`src/rtl/fetch_ctrl.sv`:
```
// Fetch sequencer: owns the PC, arbitrates trap/EX redirects and runs a single-outstanding
// imem request/response handshake into a one-entry IF/ID buffer.
module fetch_ctrl #(
    parameter int              XLEN     = 64,
    parameter logic [XLEN-1:0] RESET_PC = XLEN'(64'h8000_0000)
) (
    input  logic            clk,
    input  logic            rst,
    input  logic            trap_valid,
    input  logic [XLEN-1:0] trap_pc,
    input  logic            ex_redirect_valid,
    input  logic [XLEN-1:0] ex_redirect_pc,
    output logic            imem_req_valid,
    input  logic            imem_req_ready,
    output logic [XLEN-1:0] imem_req_addr,
    input  logic            imem_rsp_valid,
    input  logic [31:0]     imem_rsp_data,
    output logic            if_valid,
    input  logic            if_ready,
    output logic [XLEN-1:0] if_pc,
    output logic [31:0]     if_inst,
    output logic [XLEN-1:0] fetch_pc,
    output logic [15:0]     kill_cnt
);

    // state | meaning
    // BOOT  | post-reset idle cycle, no request
    // REQ   | request driven at r_fetch_pc
    // WAIT  | request accepted, awaiting its response
    // HOLD  | instruction buffered, waiting for ID
    // DROP  | awaiting a killed response; r_pend_pc holds the next PC
    typedef enum logic [2:0] {
        S_BOOT = 3'd0,
        S_REQ  = 3'd1,
        S_WAIT = 3'd2,
        S_HOLD = 3'd3,
        S_DROP = 3'd4
    } state_t;

    state_t          r_state;
    logic [XLEN-1:0] r_fetch_pc;
    logic [XLEN-1:0] r_pend_pc;
    logic            r_pend_valid;
    logic            r_if_valid;
    logic [XLEN-1:0] r_if_pc;
    logic [31:0]     r_if_inst;
    logic [15:0]     r_kill_cnt;

    logic            w_redir;
    logic [XLEN-1:0] w_redir_pc;
    logic [15:0]     w_kill_inc;

    // trap outranks EX when both fire together
    assign w_redir    = trap_valid | ex_redirect_valid;
    assign w_redir_pc = trap_valid ? trap_pc : ex_redirect_pc;
    assign w_kill_inc = (r_kill_cnt == 16'hFFFF) ? r_kill_cnt : r_kill_cnt + 16'd1;

    always_ff @(posedge clk or posedge rst) begin
        if (rst) begin
            r_state      <= S_BOOT;
            r_fetch_pc   <= RESET_PC;
            r_pend_pc    <= '0;
            r_pend_valid <= 1'b0;
            r_if_valid   <= 1'b0;
            r_if_pc      <= '0;
            r_if_inst    <= '0;
            r_kill_cnt   <= '0;
        end else begin
            case (r_state)
                S_BOOT: begin
                    if (w_redir) r_fetch_pc <= w_redir_pc;
                    r_state <= S_REQ;
                end
                S_REQ: begin
                    // a redirect here never retargets the in-flight address
                    if (imem_req_ready) begin
                        if (w_redir) begin
                            r_pend_pc    <= w_redir_pc;
                            r_pend_valid <= 1'b1;
                            r_state      <= S_DROP;
                        end else if (r_pend_valid) begin
                            r_state <= S_DROP;
                        end else begin
                            r_state <= S_WAIT;
                        end
                    end else if (w_redir) begin
                        r_pend_pc    <= w_redir_pc;
                        r_pend_valid <= 1'b1;
                    end
                end
                S_WAIT: begin
                    if (w_redir) begin
                        if (imem_rsp_valid) begin
                            r_kill_cnt <= w_kill_inc;
                            r_fetch_pc <= w_redir_pc;
                            r_state    <= S_REQ;
                        end else begin
                            r_pend_pc    <= w_redir_pc;
                            r_pend_valid <= 1'b1;
                            r_state      <= S_DROP;
                        end
                    end else if (imem_rsp_valid) begin
                        r_if_valid <= 1'b1;
                        r_if_pc    <= r_fetch_pc;
                        r_if_inst  <= imem_rsp_data;
                        r_state    <= S_HOLD;
                    end
                end
                S_HOLD: begin
                    if (w_redir) begin
                        r_if_valid <= 1'b0;
                        r_fetch_pc <= w_redir_pc;
                        r_state    <= S_REQ;
                    end else if (if_ready) begin
                        r_if_valid <= 1'b0;
                        r_fetch_pc <= r_fetch_pc + XLEN'(4);
                        r_state    <= S_REQ;
                    end
                end
                S_DROP: begin
                    // newest redirect wins, even in the cycle the killed response lands
                    if (imem_rsp_valid) begin
                        r_kill_cnt   <= w_kill_inc;
                        r_fetch_pc   <= w_redir ? w_redir_pc : r_pend_pc;
                        r_pend_valid <= 1'b0;
                        r_state      <= S_REQ;
                    end else if (w_redir) begin
                        r_pend_pc <= w_redir_pc;
                    end
                end
                default: r_state <= S_BOOT;
            endcase
        end
    end

    assign imem_req_valid = (r_state == S_REQ);
    assign imem_req_addr  = r_fetch_pc;
    assign fetch_pc       = r_fetch_pc;
    assign if_valid       = r_if_valid;
    assign if_pc          = r_if_pc;
    assign if_inst        = r_if_inst;
    assign kill_cnt       = r_kill_cnt;

endmodule

```
`config.mk`:
```
export PLATFORM = sky130hd
export DESIGN_NAME = fetch_ctrl
export DESIGN_NICKNAME = d
export VERILOG_FILES = /design/src/rtl/fetch_ctrl.sv
export SDC_FILE = /design/constraint.sdc
export NUM_CORES = 1
export LEC_CHECK = 0
export ABC_AREA = 1
export BUFFER_PORTS_ARGS = -buffer_cell sky130_fd_sc_hd__buf_4
export CAP_MARGIN = 10
export CELL_PAD_IN_SITES_DETAIL_PLACEMENT = 0
export CELL_PAD_IN_SITES_GLOBAL_PLACEMENT = 1
export CORE_MARGIN = 2
export CORE_UTILIZATION = 35
export CTS_BUF_LIST = sky130_fd_sc_hd__clkbuf_2
export DETAILED_ROUTE_END_ITERATION = 12
export PLACE_DENSITY = 0.78
export SLEW_MARGIN = 20
export SYNTH_ARGS = -nofsm -noshare
export SYNTH_HDL_FRONTEND = slang
export SYNTH_SLANG_ARGS = --single-unit
```
`constraint.sdc`:
```
create_clock -name clk -period 7.82 [get_ports clk]
set_clock_uncertainty 0.2 [all_clocks]
set_input_delay 0.391 -clock clk [delete_from_list [all_inputs] [get_ports clk]]
set_output_delay 0.391 -clock clk [all_outputs]
set_load 0.1 [all_outputs]
```
==> out/metrics.cfg, run 1 <==
[clock_network]
postCtsSetupRepairBufs=0
cts_sinks=245
cts_made_buffers=71
htreeDepth=3
cts_resized=0
cts_root_buffer=clkbuf_2
ctsHoldBuffers=182
clk-insertion-delay-late_ps=900
path_clk_slew_ps=110
cts_tree=done
cts_buffer_depth=3

[die]
io_pins=409
rows=74
initial_core_util_pct=35.5
fp.dieW_um=207
dieArea_mm2=0.0430
die_y_um=207
core_area_mm2=0.0408

[synth]
ys_ff_latch=245
synth_cells=2017
synth_seq_area_share_pct=42.3
yosys_warnings=0
syn_nets=2186
syn-cell-area_mm2=0.0145
netlist_top_cells_area=dfrtp_1 42%, nand2_1 19%, o21ai_0 6.5%
avgSynthCellArea_um2=7.18
synth_area_leader_cell=dfrtp_1
ys_types=45
netlist.area_leader.share_pct=42.2

[job]
cap_violations=0

[routing]
drc_errors=0
route.vias.total=15600
drt_first_pass_iters=5
vias_per_cell=5.03
wl_per_cell_um=18.5
drt_iter0_markers=1432
antenna_left=0
wl_um=57400

[placement]
gp_congestion=0.907
place.detailed.hpwl_um=41000
place_ws_ps=2900
io_buffers=408

[sta]
rsz0062_at_grt=no
max_freq_ghz=0.209
fin_ws_ps=3040
tightest_slew_ps=1100
tns_ps=0
finalHoldViolations=0
final.period_utilization_pct=61.2
maxSlewViolCount=0
max_slew_margin_pct=26.4
setup_viol=0
timing.final.crit_period_ps=4780

[global_route]
antenna_found_initial=1
grt.overflow.total=0
grt_max_degree=117
grt_pass1_wl_um=87700
grt_pass1_vias=14900
grt_util_all_layers_pct=26.0

[worst_setup_path]
cp_max_fo=65
r2r_start=r_state[2]
cp-end-kind=flop
worstPathArrival_ps=5400
slowest_stage=clkinv_2
start_kind=primary input
worstPathRequired_ps=8440
worstSetupPathType=primary input to flop
ff2ff_setup_slack_ps=3150
r2r_cells=10
cp_cell_sequence=dlygate4sd3_1 -> buf_4 -> nor2_4 -> buf_4 -> inv_2 -> nor2_4 -> buf_4 -> a22oi_1 -> nand2_2 -> buf_4 -> clkinv_2 -> nand2_1 -> nand3_1 -> a21oi_1
path_common_cell=buf_4
critical-path-max-stage-delay_ps=980
r2r_end=fetch_pc[38]

[cells_and_area]
nFillCells=4119
fin_nets=2703
area_delta_synth_final_pct=36.7
drive_gt1_share_pct=22.7

[status]
status=complete, no violations

[hold_path]
min_path_type=primary input to asynchronous set/reset pin

-- placed cells by master (no fill, tap or decap), types with 8 or more instances in the layout --
master         instances
nand2_1              720
buf_4                419
dfrtp_1              244
o21ai_0              188
nor2_1               184
dlygate4sd3_1        182
inv_1                151
clkbuf_2             100
nand3_1               81
a21oi_1               56
o22ai_1               29
mux2_2                27
a211oi_1              25
o211ai_1              18
mux2i_1               16
nor3_1                15
a22oi_1               14
nand4_1               14
nor2_4                11
xor2_1                11
o221ai_1               8
-- registers in the layout, indices dropped and copies added, names as in the netlist --
| register | flops |
|---|---|
| r_pend_valid | 1 |
| if_inst | 32 |
| if_pc | 64 |
| fetch_pc | 64 |
| if_valid | 1 |
| r_state | 3 |
| kill_cnt | 16 |
| r_pend_pc | 64 |
-- per-layer routing --
layer,wire (um),up-vias,track usage (%)
li1,-,7545,-
met1,27000,7296,38.1
met2,24800,680,38.5
met3,4070,74,4.40
met4,1540,0,8.89
met5,0,-,0
-- how the worst max path moves through the flow --
stage	start	end	slack, ps	depth (start not counted)
3_5_place_dp	trap_valid	fetch_pc[41]	2900	13
4_1_cts	ex_redirect_valid	fetch_pc[40]	3620	14
3_3_place_gp	trap_valid	fetch_pc[40]	2950	13
2_1_floorplan	rst	fetch_pc[0]	500	1
6_report	ex_redirect_valid	fetch_pc[38]	3040	14
5_1_grt	ex_redirect_valid	fetch_pc[40]	2680	14
-- synthesized netlist by cell type, drive strengths merged --
library cell	number
inv	157
a21boi	1
a22oi	14
nor3b	1
nand4	14
o21ai	191
nor3	15
a211oi	25
dfrtp	244
clkbuf	44
a21oi	57
nor2	201
mux2i	16
dfstp	1
nand3	82
a32oi	1
xor2	11
and3	1
o211ai	18
buf	113
nand2	723
a22o	4
nand3b	1
a21o	2
o31ai	1
mux2	29
o221ai	8
or2	1
o311ai	3
o22ai	29
ha	2
o21bai	1
xnor2	6
-- layout make-up --
class                      instances  area [um^2]  share of cell area (%)
inverter                         157          601                    3.03
tap                              532          666                    3.36
clock buffer                     100          500                    2.53
antenna                            1         2.50                  0.0126
sequential                       245         6130                    31.0
clock inverter                     7         30.0                   0.152
timing repair buffer             601         4970                    25.1
multi-input combinational       1458         6900                    34.9
-- cell families (layout without fill, tap and decap cells) --
group / after synthesis / in the layout / share of synthesized area, %
other cells: 0 / 1 / 0
simple gates: 1039 / 1039 / 28.8
flops: 245 / 245 / 42.3
fa+ha+maj: 2 / 2 / 0.173
buf+inv: 314 / 865 / 10.2
mux: 45 / 45 / 3.41
xor+xnor: 17 / 17 / 1.03
compound gates: 355 / 355 / 14.1
-- stage by stage --
step,std cells,cell area (um^2),util [%],hold slack (ps)
finish,3101,19800,48.5,67.4
detailed placement,2811,17400,42.7,260
global placement,2811,17400,42.7,255
global route,3101,19800,48.5,41.6
CTS,3100,19800,48.5,0.528
floorplan,2017,14500,-,253
-- critical path: cells and delay by family --
family | cells | cell delay (ps)
AOI/OAI and AO/OA | 2 | 340
and+or+nand+nor | 5 | 1160
buffers and inverters | 7 | 3470
Power of run 1 is left out: the tool's default activity adds up to more than one toggle a clock period on the data nets, which glitch-free logic cannot reach.
==> inputs of run 2 (changes only) <==
clock period = 4.25 ns   (was 7.82 ns; I/O delays follow)
==> run 2 against run 1 <==
Against the previous run: register-to-register slack got worse by 2800 ps; wire length rose by 6.1%; utilization up 3.4 points; clock-buffer cell count up 4; first-iteration DRC count fell by 10%; sequential share of layout area fell by 2.0 points; critical path depth down 3; non-clock buffer count increased by 129; worst hold slack better by 28 ps; worst setup slack worse by 2700 ps; critical path type unchanged; critical endpoint is now if_inst[10]; cell area increased by 7.0%.
==> out/metrics.cfg, run 2 (synthesis results as in run 1) <==
[worst_setup_path]
cp-end-kind=flop
slowest_stage=dlygate4sd3_1
start_kind=primary input
worstPathArrival_ps=4480
cp_max_fo=46
path_buf_inv=6
critical-path-max-stage-delay_ps=1020
cpLargestDelayFamily=buffers and inverters
cp_cell_sequence=dlygate4sd3_1 -> buf_4 -> nor2_4 -> dlygate4sd3_1 -> nand2_1 -> nor2_4 -> buf_4 -> nand2_1 -> dlygate4sd3_1 -> nand2_1 -> dlygate4sd3_1
worstSetupPathType=primary input to flop
worstPathRequired_ps=4840
path_common_cell=dlygate4sd3_1

[cells_and_area]
stdcell_count=3242
fin_nets=2832
area_delta_synth_final_pct=46.3
final_common_cell=nand2_1
final_cell_mix=720 x nand2_1, 425 x buf_4, 303 x dlygate4sd3_1
multi_input_comb_area_mm2=0.00690
final_area_mm2=0.0212
drive_gt1_share_pct=22.0
register_area_mm2=0.00613
nFillCells=3925

[routing]
antenna_left=0
wl_um=60900
wl_per_cell_um=18.8
drt_iter0_markers=1287
route.vias.total=16400
drt_first_pass_iters=5
drc_errors=0
vias_per_cell=5.05

[sta]
fin_ws_ps=354
max_freq_ghz=0.257
final.period_utilization_pct=91.7
rsz0062_at_grt=no
max_slew_margin_pct=37.3
setup_viol=0
timing.final.crit_period_ps=3900
maxSlewViolCount=0
finalHoldViolations=0
tns_ps=0
tightest_slew_ps=937

[die]
die_y_um=207
initial_core_util_pct=35.5
io_pins=409
dieArea_mm2=0.0430
fp.dieW_um=207
core_area_mm2=0.0408
rows=74

[power]
leakage_uw=0.0104
vdd_drop_max_uv=861
power_density_mw_per_mm2=876
total_power_uw=18600

[clock_network]
cts_buffer_depth=3
cts_tree=done
htreeDepth=3
path_clk_slew_ps=90
clk-insertion-delay-late_ps=930
cts_sinks=245
cts_made_buffers=71
cts_resized=0
cts_root_buffer=clkbuf_2

[job]
cap_violations=0

[global_route]
grt_max_degree=113
grt.overflow.total=0
grt_util_all_layers_pct=27.7
grt_pass1_wl_um=93500
grt_pass1_vias=16100
antenna_found_initial=1

[status]
status=complete, no violations

[placement]
dpl_cell_area_mm2=0.0175
place.detailed.hpwl_um=41600
io_buffers=408
dp.cells=2819
place_ws_ps=1210
gp_congestion=0.918

[hold_path]
min_path_type=primary input to flop

## run 2: metrics by stage
stage / utilization [%] / hold slack, ps
after global placement: 42.9 / 107
after floorplan: - / 129
after global routing: 51.9 / 76.1
after CTS: 51.9 / 12.5
final: 51.9 / 95.5
after detailed placement: 42.9 / 108
## run 2: worst reg2reg max path, stage by stage, from the launching register on
cell and delay, ps:
dfrtp_1 450, inv_2 80, nand2_2 90, nor2_4 100
buf_4 430, nand2_1 330, nor2_4 190, buf_4 470
nand2_1 150, dlygate4sd3_1 600, nand2_1 90, dlygate4sd3_1 570
## run 2: final timing paths
kind / start / cells past startpoint / to / slack (ps)
max in group asynchronous: rst / 5 / if_pc[48] / 2410
min in group asynchronous: rst / 4 / if_pc[2] / 320
hold / removal: trap_pc[7] / 6 / fetch_pc[7] / 100
hold reg to reg: if_pc[54] / 2 / if_pc[54] / 280
setup / recovery: ex_redirect_valid / 11 / if_inst[10] / 350
setup reg to reg: r_state[2] / 11 / if_inst[10] / 390
## run 2: power breakdown
group,internal (uW),switching [uW]
clock,763,1050
combinational,2770,9560
sequential,3250,1180
## run 2: layout make-up
cell class / count / area share [%]
multi-input cells: 1458 / 32.6
flip-flops and latches: 245 / 28.9
clock buffers: 104 / 2.46
diodes: 1 / 0.0118
well taps: 532 / 3.14
inverters: 157 / 2.81
repair buffers: 730 / 29.6
clock inverters: 15 / 0.525
## run 2: repair_timing
action                                 4_1_cts  5_1_grt
endpoints found under the hold margin      466        0
setup buffers                                0        0
hold buffers                               303        0
## run 2: layer usage
| metal | share of wire [%] | global-route usage, % | wire length [um] |
|---|---|---|---|
| met5 | 0 | 0 | 0 |
| met4 | 3.0 | 10.0 | 1850 |
| met3 | 7.7 | 4.95 | 4690 |
| met2 | 44 | 42.1 | 26500 |
| met1 | 46 | 39.5 | 27800 |
Note: power is estimated with default switching activity, not from simulation.
==> inputs of run 3 (changes only) <==
CORE_UTILIZATION = 38   (was 35)
PLACE_DENSITY = 0.8   (was 0.78)
clock period = 3.8 ns   (was 4.25 ns; I/O delays follow)
==> run 3 against run 2 <==
Against the previous run: non-clock buffer count down 57; worst setup slack worse by 160 ps; first-iteration DRC count up 7.4%; wire length down 4.4%; cell count down 2.5%; cell area down 3.1%; worst hold slack worse by 35 ps; die area down 7.7%; sequential cell count unchanged; register-to-register slack worse by 150 ps; via count down 1.4%; utilization up 2.8 points; critical path type unchanged.
==> out/metrics.cfg, run 3 (synthesis results as in run 1) <==
[status]
status=complete, no violations

[routing]
antenna_left=0
drt_first_pass_iters=5
wl_um=58200
vias_per_cell=5.11
drc_errors=0
wl_per_cell_um=18.4
drt_iter0_markers=1382
route.vias.total=16100

[sta]
rsz0062_at_grt=no
timing.final.crit_period_ps=3600
finalHoldViolations=0
fin_ws_ps=197
tightest_slew_ps=946
setup_viol=0
tns_ps=0
final.period_utilization_pct=94.8
final.hold.worst_slack_ps=60.6
maxSlewViolCount=0
max_slew_margin_pct=36.7
max_freq_ghz=0.278

[die]
core_area_mm2=0.0376
fp.dieW_um=199
initial_core_util_pct=38.5
io_pins=409
dieArea_mm2=0.0397
rows=71
die_y_um=199

[global_route]
grt_pass1_wl_um=87700
grt.overflow.total=0
grt_max_degree=100
grt_util_all_layers_pct=28.8
grt_pass1_vias=15500
antenna_found_initial=1

[worst_setup_path]
worstSetupPathType=primary input to flop
r2r_start=r_state[2]
ff2ff_setup_slack_ps=240
r2r_cells=10
cp_max_fo=64
cp-end-kind=flop
r2r_end=if_inst[30]
worstPathRequired_ps=4380
worstPathArrival_ps=4180
startpoint=trap_valid
start_kind=primary input

[clock_network]
cts_sinks=245
clk-insertion-delay-late_ps=900
htreeDepth=3
cts_made_buffers=71
postCtsSetupRepairBufs=0
cts_buffer_depth=3
cts_root_buffer=clkbuf_2
cts_tree=done
path_clk_slew_ps=100

[placement]
gp_congestion=0.915
place.detailed.hpwl_um=40900
io_buffers=408
place_ws_ps=980
dpl_cell_area_mm2=0.0175

[cells_and_area]
final_area_mm2=0.0205
final_cell_mix=720 x nand2_1, 424 x buf_4, 244 x dfrtp_1, 244 x dlygate4sd3_1, 188 x o21ai_0
final_common_cell=nand2_1
drive_gt1_share_pct=22.5
fin_nets=2775
area_delta_synth_final_pct=41.9

[hold_path]
min_path_type=primary input to flop
holdPathStages=4
hp-start=trap_pc[0]
holdPathEnd=r_pend_pc[0]

[job]
cap_violations=0

run 3: cell types whose count changed in the layout (fill, tap and decap cells not counted):
| cell | delta |
|---|---|
| buf_4 | -1 |
| buf_12 | +1 |
| inv_2 | +3 |
| clkbuf_2 | -1 |
| dlygate4sd3_1 | -59 |
| bufinv_16 | -2 |
| clkinv_1 | -3 |
| buf_6 | +2 |
run 3: how the worst max path moves through the flow:
stage | cells after the start | slack [ps] | end
after global placement | 11 | 1040 | fetch_pc[27]
after detailed placement | 11 | 980 | fetch_pc[28]
after global routing | 12 | 100 | if_inst[30]
final | 12 | 200 | if_inst[30]
after floorplan | 1 | 190 | fetch_pc[0]
after CTS | 12 | 70 | if_inst[30]
run 3: stage by stage:
stage,cells,utilization (%)
floorplan,2017,-
global placement,2800,46.6
detailed placement,2800,46.6
CTS,3160,54.7
global route,3161,54.7
finish,3161,54.7
run 3: area by class of cell:
class                   instances  area (um^2)
inverters                     157          596
clock inverters                13         51.3
fillers                      3623        17000
clock buffers                 103          515
diodes                          1         2.50
well taps                     511          639
multi-input cells            1458         6900
repair buffers                673         5710
flip-flops and latches        245         6130
run 3: metal layers:
layer	global-route usage [%]	share of wire (%)
met2	45.1	45
met5	0	0
met4	9.23	2.5
met1	40.1	44
met3	5.35	8.5
run 3: repair_timing:
| item | 4_1_cts | 5_1_grt |
|---|---|---|
| hold buffers | 244 | 0 |
| hold endpoints to repair | 463 | 0 |
| endpoints found under the setup margin | 0 | 1 |
| resized for setup | 0 | 2 |
run 3: critical path, cell delays in order:
cell	delay [ps]
dlygate4sd3_1	550
buf_4	160
nor2_4	60
dlygate4sd3_1	630
buf_6	400
nand2_1	310
nor2_4	210
buf_6	350
nand2_1	80
dlygate4sd3_1	560
nand2_1	60
dlygate4sd3_1	540
Power of run 3 is left out for the same reason.
